<file path="config.mk">
export PLATFORM = sky130hd
export DESIGN_NAME = lsu_initiator_flat
export DESIGN_NICKNAME = d
export VERILOG_FILES = /design/src/rtl/lsu_if.sv /design/src/rtl/lsu_initiator.sv /design/src/flat_wrapper.sv
export SDC_FILE = /design/constraint.sdc
export NUM_CORES = 1
export LEC_CHECK = 0
export BUFFER_PORTS_ARGS = -buffer_cell sky130_fd_sc_hd__buf_2
export CAP_MARGIN = 20
export CORE_AREA = 2 2 107 135
export DETAILED_ROUTE_END_ITERATION = 10
export DIE_AREA = 0 0 109 137
export PLACE_DENSITY = 0.78
export SLEW_MARGIN = 5
export SYNTH_ARGS = -nofsm -noshare
export SYNTH_HDL_FRONTEND = slang
export SYNTH_SLANG_ARGS = --single-unit
</file>
<file path="constraint.sdc">
create_clock -name clk -period 4.1 [get_ports clk]
set_clock_uncertainty 0.05 [all_clocks]
set_input_delay 0.205 -clock clk [delete_from_list [all_inputs] [get_ports clk]]
set_output_delay 0.205 -clock clk [all_outputs]
set_load 0.02 [all_outputs]
</file>
<file path="src/rtl/lsu_if.sv">
// Bundle of CPU request, memory bus and response signals for the load/store initiator.
// master is the initiator's view; slave is the view of the surrounding CPU and memory.
interface lsu_if;
  logic        req_valid;
  logic        req_we;
  logic [1:0]  req_size;
  logic        req_signed;
  logic [31:0] req_addr;
  logic [31:0] req_wdata;
  logic        busy;
  logic        mem_valid;
  logic        mem_we;
  logic [31:0] mem_addr;
  logic [3:0]  mem_be;
  logic [31:0] mem_wdata;
  logic        mem_ready;
  logic [31:0] mem_rdata;
  logic        resp_valid;
  logic [31:0] resp_rdata;
  logic [1:0]  resp_err;

  modport master (
    input  req_valid, req_we, req_size, req_signed, req_addr, req_wdata,
    input  mem_ready, mem_rdata,
    output busy, mem_valid, mem_we, mem_addr, mem_be, mem_wdata,
    output resp_valid, resp_rdata, resp_err
  );

  modport slave (
    output req_valid, req_we, req_size, req_signed, req_addr, req_wdata,
    output mem_ready, mem_rdata,
    input  busy, mem_valid, mem_we, mem_addr, mem_be, mem_wdata,
    input  resp_valid, resp_rdata, resp_err
  );
endinterface

</file>
<file path="src/rtl/lsu_initiator.sv">
// Load/store initiator: turns one CPU byte/half/word access into a single word-bus
// transaction with lane steering, load extension, alignment checks and a wait timeout.
module lsu_initiator #(
  parameter int MAX_WAIT = 16
) (
  input logic   clk,
  input logic   reset,
  lsu_if.master bus
);

  localparam int CNT_W = $clog2(MAX_WAIT + 1);
  localparam logic [1:0] ERR_OK    = 2'b00;
  localparam logic [1:0] ERR_ALIGN = 2'b01;
  localparam logic [1:0] ERR_TMO   = 2'b10;

  typedef enum logic [1:0] {IDLE, ACCESS, RESP} state_t;

  state_t      state, state_nxt;
  logic [CNT_W-1:0] cnt, cnt_nxt;
  logic        latch;
  logic        we_q, signed_q;
  logic [1:0]  size_q;
  logic [31:0] addr_q, wdata_q;
  logic [31:0] rdata_q, rdata_nxt;
  logic [1:0]  err_q, err_nxt;
  logic        in_access, in_resp;

  function automatic logic bad_req(input logic [1:0] size, input logic [1:0] lane);
    case (size)
      2'b00:   return 1'b0;
      2'b01:   return lane[0];
      2'b10:   return lane != 2'b00;
      default: return 1'b1;
    endcase
  endfunction

  function automatic logic [3:0] lane_mask(input logic [1:0] size, input logic [1:0] lane);
    case (size)
      2'b00:   return 4'b0001 << lane;
      2'b01:   return 4'b0011 << lane;
      default: return 4'b1111;
    endcase
  endfunction

  function automatic logic [31:0] lane_data(input logic [1:0] size, input logic [31:0] wdata);
    case (size)
      2'b00:   return {4{wdata[7:0]}};
      2'b01:   return {2{wdata[15:0]}};
      default: return wdata;
    endcase
  endfunction

  // Shift the addressed lane down to bit 0, then sign- or zero-extend it.
  function automatic logic [31:0] load_extend(input logic [31:0] word, input logic [1:0] size,
                                              input logic [1:0] lane, input logic sgn);
    logic [15:0]        low;
    logic signed [7:0]  b;
    logic signed [15:0] h;
    logic signed [31:0] ext;
    low = 16'(word >> {lane, 3'b000});
    b   = low[7:0];
    h   = low;
    case (size)
      2'b00:   if (sgn) ext = b; else ext = $signed({24'd0, low[7:0]});
      2'b01:   if (sgn) ext = h; else ext = $signed({16'd0, low});
      default: ext = $signed(word);
    endcase
    return $unsigned(ext);
  endfunction

  always_ff @(posedge clk) begin
    if (reset) begin
      state    <= IDLE;
      cnt      <= '0;
      we_q     <= 1'b0;
      signed_q <= 1'b0;
      size_q   <= 2'b00;
      addr_q   <= '0;
      wdata_q  <= '0;
      rdata_q  <= '0;
      err_q    <= ERR_OK;
    end else begin
      state   <= state_nxt;
      cnt     <= cnt_nxt;
      rdata_q <= rdata_nxt;
      err_q   <= err_nxt;
      if (latch) begin
        we_q     <= bus.req_we;
        signed_q <= bus.req_signed;
        size_q   <= bus.req_size;
        addr_q   <= bus.req_addr;
        wdata_q  <= bus.req_wdata;
      end
    end
  end

  always_comb begin
    state_nxt = state;
    cnt_nxt   = cnt;
    rdata_nxt = rdata_q;
    err_nxt   = err_q;
    latch     = 1'b0;
    case (state)
      IDLE: begin
        if (bus.req_valid) begin
          latch     = 1'b1;
          rdata_nxt = '0;
          cnt_nxt   = '0;
          if (bad_req(bus.req_size, bus.req_addr[1:0])) begin
            state_nxt = RESP;
            err_nxt   = ERR_ALIGN;
          end else begin
            state_nxt = ACCESS;
            err_nxt   = ERR_OK;
          end
        end
      end
      ACCESS: begin
        // A ready in the final allowed cycle wins over the timeout.
        if (bus.mem_ready) begin
          state_nxt = RESP;
          err_nxt   = ERR_OK;
          rdata_nxt = we_q ? 32'd0 : load_extend(bus.mem_rdata, size_q, addr_q[1:0], signed_q);
        end else if (cnt == CNT_W'(MAX_WAIT - 1)) begin
          state_nxt = RESP;
          err_nxt   = ERR_TMO;
          rdata_nxt = '0;
        end else begin
          cnt_nxt = cnt + CNT_W'(1);
        end
      end
      RESP:    state_nxt = IDLE;
      default: state_nxt = IDLE;
    endcase
  end

  assign in_access = (state == ACCESS);
  assign in_resp   = (state == RESP);

  assign bus.busy       = (state != IDLE);
  assign bus.mem_valid  = in_access;
  assign bus.mem_we     = in_access & we_q;
  assign bus.mem_addr   = in_access ? {addr_q[31:2], 2'b00} : 32'd0;
  assign bus.mem_be     = in_access ? lane_mask(size_q, addr_q[1:0]) : 4'b0000;
  assign bus.mem_wdata  = in_access ? lane_data(size_q, wdata_q) : 32'd0;
  assign bus.resp_valid = in_resp;
  assign bus.resp_rdata = in_resp ? rdata_q : 32'd0;
  assign bus.resp_err   = in_resp ? err_q : ERR_OK;

endmodule

</file>
<file path="src/flat_wrapper.sv">
// flat-port wrapper written by rule: the top's interface ports become plain ports
module lsu_initiator_flat 
#(
  parameter int MAX_WAIT = 16
)
  (clk, reset, bus_req_valid, bus_req_we, bus_req_size, bus_req_signed, bus_req_addr, bus_req_wdata, bus_mem_ready, bus_mem_rdata, bus_busy, bus_mem_valid, bus_mem_we, bus_mem_addr, bus_mem_be, bus_mem_wdata, bus_resp_valid, bus_resp_rdata, bus_resp_err);
  lsu_if bus_i ();
  input logic clk;
  input logic reset;
  input wire logic [$bits(bus_i.req_valid)-1:0] bus_req_valid;
  input wire logic [$bits(bus_i.req_we)-1:0] bus_req_we;
  input wire logic [$bits(bus_i.req_size)-1:0] bus_req_size;
  input wire logic [$bits(bus_i.req_signed)-1:0] bus_req_signed;
  input wire logic [$bits(bus_i.req_addr)-1:0] bus_req_addr;
  input wire logic [$bits(bus_i.req_wdata)-1:0] bus_req_wdata;
  input wire logic [$bits(bus_i.mem_ready)-1:0] bus_mem_ready;
  input wire logic [$bits(bus_i.mem_rdata)-1:0] bus_mem_rdata;
  output wire logic [$bits(bus_i.busy)-1:0] bus_busy;
  output wire logic [$bits(bus_i.mem_valid)-1:0] bus_mem_valid;
  output wire logic [$bits(bus_i.mem_we)-1:0] bus_mem_we;
  output wire logic [$bits(bus_i.mem_addr)-1:0] bus_mem_addr;
  output wire logic [$bits(bus_i.mem_be)-1:0] bus_mem_be;
  output wire logic [$bits(bus_i.mem_wdata)-1:0] bus_mem_wdata;
  output wire logic [$bits(bus_i.resp_valid)-1:0] bus_resp_valid;
  output wire logic [$bits(bus_i.resp_rdata)-1:0] bus_resp_rdata;
  output wire logic [$bits(bus_i.resp_err)-1:0] bus_resp_err;
  assign bus_i.req_valid = bus_req_valid;
  assign bus_i.req_we = bus_req_we;
  assign bus_i.req_size = bus_req_size;
  assign bus_i.req_signed = bus_req_signed;
  assign bus_i.req_addr = bus_req_addr;
  assign bus_i.req_wdata = bus_req_wdata;
  assign bus_i.mem_ready = bus_mem_ready;
  assign bus_i.mem_rdata = bus_mem_rdata;
  assign bus_busy = bus_i.busy;
  assign bus_mem_valid = bus_i.mem_valid;
  assign bus_mem_we = bus_i.mem_we;
  assign bus_mem_addr = bus_i.mem_addr;
  assign bus_mem_be = bus_i.mem_be;
  assign bus_mem_wdata = bus_i.mem_wdata;
  assign bus_resp_valid = bus_i.resp_valid;
  assign bus_resp_rdata = bus_i.resp_rdata;
  assign bus_resp_err = bus_i.resp_err;
  lsu_initiator #(.MAX_WAIT(MAX_WAIT)) u_core (.clk(clk), .reset(reset), .bus(bus_i));
endmodule
</file>
# Word level (Yosys, flattened, before mapping)
# Cells that the tools add are included.
dict set report op_classes {
  addsub 1
  multipliers 0
  n_div 0
  n_lt_le_gt_ge 0
  eq_ne 10
  n_shift 3
  muxes 33
  bitwise_logic 1
  n_reduce_logical 9
}
# op n
set op_table {}
lappend op_table {{32-bit two-way mux} 9}
lappend op_table {{32-bit one-hot mux with 2 select lines} 3}
lappend op_table {{32-bit by 5-bit right shift with 16-bit output} 1}
lappend op_table {{5-bit two-way mux} 3}
lappend op_table {{2-bit two-way mux} 7}
lappend op_table {{5-bit one-hot mux with 2 select lines} 1}
lappend op_table {{2-bit one-hot mux with 2 select lines} 2}
lappend op_table {{4-bit one-hot mux with 2 select lines} 1}
lappend op_table {{2-bit by 1-bit == test with 1-bit output, second input constant} 3}
lappend op_table {{2-bit logical NOT} 3}
lappend op_table {{2-bit inequality test, second input constant} 3}
lappend op_table {{2-bit nonzero test} 3}
lappend op_table {{5-bit by 1-bit adder with 5-bit output, second input constant} 1}
lappend op_table {{5-bit by 4-bit == test with 1-bit output, second input constant} 1}
lappend op_table {{1-bit two-way mux} 5}
lappend op_table {{2-bit == test, second input constant} 2}
lappend op_table {{4-bit two-way mux} 1}
lappend op_table {{4-bit AND reduction} 1}
lappend op_table {{1-bit by 2-bit << shifter with 4-bit output, first input constant} 1}
lappend op_table {{2-bit by 2-bit << shifter with 4-bit output, first input constant} 1}
lappend op_table {{3-bit inequality test, second input constant} 1}
lappend op_table {{1-bit one-hot mux with 3 select lines} 1}
lappend op_table {{3-bit AND reduction} 1}
lappend op_table {{2-bit AND reduction} 1}
lappend op_table {{1-bit bitwise AND} 1}
dict set report word_totals {
  register_bits 109
  latchBits 0
  ramBits 0
  rom_bits 0
  in_bits 104
  elab_cells 66
  mem_count 0
}

# Logic depth before layout (Yosys ltp)
dict set report logic_depth {
  word_depth 7
  ltp_mapped 8
  mapped_depth_nobuf 7
}

# Worst setup path before layout
# OpenSTA, ideal clock, no wires.
dict set report synth_timing {
  kind {register to register}
  from {register u_core.cnt[0]}
  to {register u_core.rdata_q[10]}
  setup_time_ps 75
  arrival_time_ps 1731
  setup_slack_ps 2244
  stages_incl_launch_ff 9
  n_path_buf 1
  synth_period_minus_slack_ps 1856
  path_cell_list {dfxtp_1 ha_1 and3_1 ha_1 nor3b_1 o21ba_2 clkbuf_1 a222oi_1 o21ai_0}
}
dict set report synth_via {
  elab_chain_len 3
}
# item line_no
set synth_lines {}
lappend synth_lines {{start: declaration} lsu_initiator.sv:19} ;# logic [CNT_W-1:0] cnt, cnt_nxt;
lappend synth_lines {{start signal: assignment} lsu_initiator.sv:84} ;# cnt <= cnt_nxt;
lappend synth_lines {{5-bit by 4-bit == test with 1-bit output} lsu_initiator.sv:124} ;# end else if (cnt == CNT_W'(MAX_WAIT - 1)) begin
lappend synth_lines {{3-bit inequality test (no source line)} n/a}
lappend synth_lines {{3-bit AND reduction (no source line)} n/a}
lappend synth_lines {{end signal: assignment} lsu_initiator.sv:85} ;# rdata_q <= rdata_nxt;
lappend synth_lines {{end: declaration} lsu_initiator.sv:24} ;# logic [31:0] rdata_q, rdata_nxt;
# Every way passes these cells.
# A chain may end at the register's enable or synchronous reset.

# Final worst setup path
dict set report layout_timing {
  from {register u_core.state[0]}
  to {register u_core.rdata_q[18]}
}
dict set report layout_via {
  elab_chain_len 3
}
# item line_no
set layout_lines {}
lappend layout_lines {{start: declaration} lsu_initiator.sv:18} ;# state_t state, state_nxt;
lappend layout_lines {{start signal: assignment} lsu_initiator.sv:83} ;# state <= state_nxt;
lappend layout_lines {{2-bit by 1-bit == test with 1-bit output / 2-bit logical NOT (equally long branches)} lsu_initiator.sv:103} ;# case (state)
lappend layout_lines {{3-bit inequality test (no source line) (tied with other cells)} n/a}
lappend layout_lines {{3-bit AND reduction (no source line)} n/a}
# Several ways; a longest one is shown, not always the timed one.

==> impl_results.md <==
- Outcome: complete, no violations
- Vert. Die Dim: 137 um
- Final setup fails: 0
- Dpl ws: between 1.5 and 2 ns
- Fin. max-slew vios: 0
- Reg2reg start: u_core.state[0]
- Pwr/cell area: 362 nW/um^2
- Drt drc: 0
- I/O Buffers: 207
- Crit Path Class: reg -> reg
- Core area: between 10000 and 15000 sq um
- Hold path start: bus_req_wdata[7]
- Critical Path Fanout Max: 45
- Clock transition at the registers of the reported paths: approximately 0.080 ns
- Detailed-route via count: 5459
- Max-Cap Viols: 0
- Area growth from synthesis to layout: 25.9%
- Final setup TNS: 0 ns
- Worst Path Required: 4.34 ns
- Number of H-tree levels: 3
- Die area: 14900 sq um
- Most common library cells after synthesis: nand2_1 (172), dfxtp_1 (109), a21oi_1 (105)
- Hold Crit Class: in -> reg
- Via/cell ratio: 5.19
- First-pass GRT wire length: 23700 um
- Rows: between 40 and 50
- WL per Instance: 14.8 um
- Area leader, netlist: dfxtp_1
- Final net count: 977
- # hold bufs at CTS: 0
- Vias in the first global route: 4723
- TritonCTS clock tree: yes
- Internal power: ~1.7 mW
- Antenna-violating nets left: 0
- DRT Pass-1 Iters: 7
- Worst Max-Slew Pin Slew: 0.899 ns
- Tmin final: 2.54 ns
- GPL Wtd Cong: 0.852
- Slew Limit Headroom: 0.396
- Sw Ratio: 0.288
- Unrepaired setup endpoints after global routing: false
- Cell area after layout: between 6000 and 7000 sq um
- Synth async-reset ratio: 0
- Tot Pwr: ~2.4 mW
- Root buffer cell: clkbuf_16
- Layout cells sized above 1: 0.276
- Dpl cell area: 6400 sq um
- #FFs+latches synth: around 110
- Tcrit/Tclk final: 0.620
- Post-Route WL: 15600 um
- Startpoint class of the critical path: register
- Fmax: roughly 390 MHz
- Clock Power Share: 0.363
- CTS max path bufs: 2
- Number of antenna diodes: 0
- Syn avg cell area: 7.60 sq um
- Post-CTS Setup Repair Bufs: 0
- Crit path launch: u_core.state[0]
- Post-CTS Resized: 0
- Cells after Synth: 701
- Synth top area cells: dfxtp_1 (41%), nand2_1 (12%), a21oi_1 (9.9%)
- Crit path DAT: 2.78 ns
- Largest net degree at the start of global routing: 79
- Flop pwr share: 0.478
- Gr usage total: 0.200
- Post-synthesis cell type count: between 40 and 50
- Syn Std Cell Area: 5330 sq um
- DP Wirelength: 10800 um
- Synth top area share: 0.409
- Leakage: 2.97 nW
- Total grt overflow: 0
- IO Pins: between 200 and 250
- Initial core utilization: 0.391
- Top FF cell, synth: dfxtp_1
- Fin. Hold Viols: 0
- Sequential-to-total area share from yosys stat: 0.409
- Top-count cell post-synth: nand2_1
- Skew-Pair Late Insertion Delay: 0.34 ns
- Logic pwr share: 0.159
- Post-synth EDFFs: 0
- Initial DRC count: 331
- CP endpoint kind: register
- Sink Count: 109
- Sw Pwr: 0.698 mW
- Peak VDD IR: 0.267 mV
- Number of buffers created by CTS: 9
- Die width: roughly 110 um
- Setup ws final: approximately 1.6 ns
- Initial antenna violation count: 0
- YS warnings: 0
cells by family after synthesis:
| kind of cell | Yosys count | share of synthesized area |
|---|---|---|
| buffers and inverters | 63 | 0.0519 |
| AO/OA/AOI/OAI | 184 | 0.209 |
| XOR/XNOR | 1 | 0.00164 |
| AND/OR/NAND/NOR | 316 | 0.275 |
| adder cells (fa/ha/maj) | 2 | 0.00469 |
| flip-flops | 109 | 0.409 |
| other | 1 | 0.000704 |
| multiplexers | 25 | 0.0477 |
worst max-delay path, stage by stage, from the launching register on:
cell      delay [ns]
dfxtp_1         0.49
nand2b_1        0.09
buf_4           0.24
inv_2           0.52
nand3_2         0.36
o22ai_4         0.50
a221o_1         0.18
worst paths after layout:
check                            end  slack (ns)  cells after the start
setup / recovery  u_core.rdata_q[18]        1.56                      6
hold / removal     u_core.wdata_q[7]        0.04                      3
setup reg to reg  u_core.rdata_q[18]        1.56                      6
hold reg to reg    u_core.rdata_q[1]        0.40                      2
layout make-up:
cell class | instances | area (sq um)
well taps | 175 | 219
inverters | 6 | 22.5
fillers | 1352 | 6920
multi-input cells | 530 | 2890
flip-flops and latches | 109 | 2180
clock buffers | 11 | 233
repair buffers | 215 | 1100
clock inverters | 5 | 60.1
state kept, by name, summed over array words and instances, names as in the netlist:
signal	count
u_core.addr_q	32
u_core.cnt	5
u_core.err_q	2
u_core.rdata_q	32
u_core.signed_q	1
u_core.size_q	2
u_core.state	2
u_core.wdata_q	32
u_core.we_q	1
routing by layer:
layer / track usage / vias to the layer above / wire length [um]
met2: 0.342 / 197 / 7830
met3: 0.0281 / 23 / 836
met4: 0.0684 / 0 / 307
met5: 0 / - / 0
li1: - / 2699 / -
met1: 0.257 / 2540 / 6630
cell usage in the layout (no fill, tap or decap), types with 4 or more instances in the layout:
master	netlist	final
and2_1	73	73
a21oi_1	105	105
clkbuf_16	0	9
nor3_1	5	5
dfxtp_1	109	108
nor2_1	40	40
a222oi_1	7	7
nand2b_1	9	9
a221o_1	17	17
o21ai_0	38	38
buf_2	7	207
mux2i_1	24	24
nor3b_1	5	4
nand2_1	172	171
buf_4	4	7
inv_1	5	5
power by group through the flow:
stage | Clock, mW | Sequential (mW) | Combinational, mW
2_1_floorplan | 0 | 1.16 | 0.268
3_5_place_dp | 0 | 1.18 | 0.387
6_report | 0.880 | 1.16 | 0.387
4_1_cts | 0.898 | 1.16 | 0.388
5_1_grt | 0.939 | 1.17 | 0.429
3_3_place_gp | 0 | 1.18 | 0.381
metrics by stage:
step	instances	hold WS, ns	utilization
floorplan	702	0.291	-
global placement	1034	0.384	0.470
detailed placement	1034	0.388	0.470
CTS	1050	0.0271	0.491
global route	1051	0.0364	0.492
finish	1051	0.0389	0.492
(Power assumes the default switching activity.)
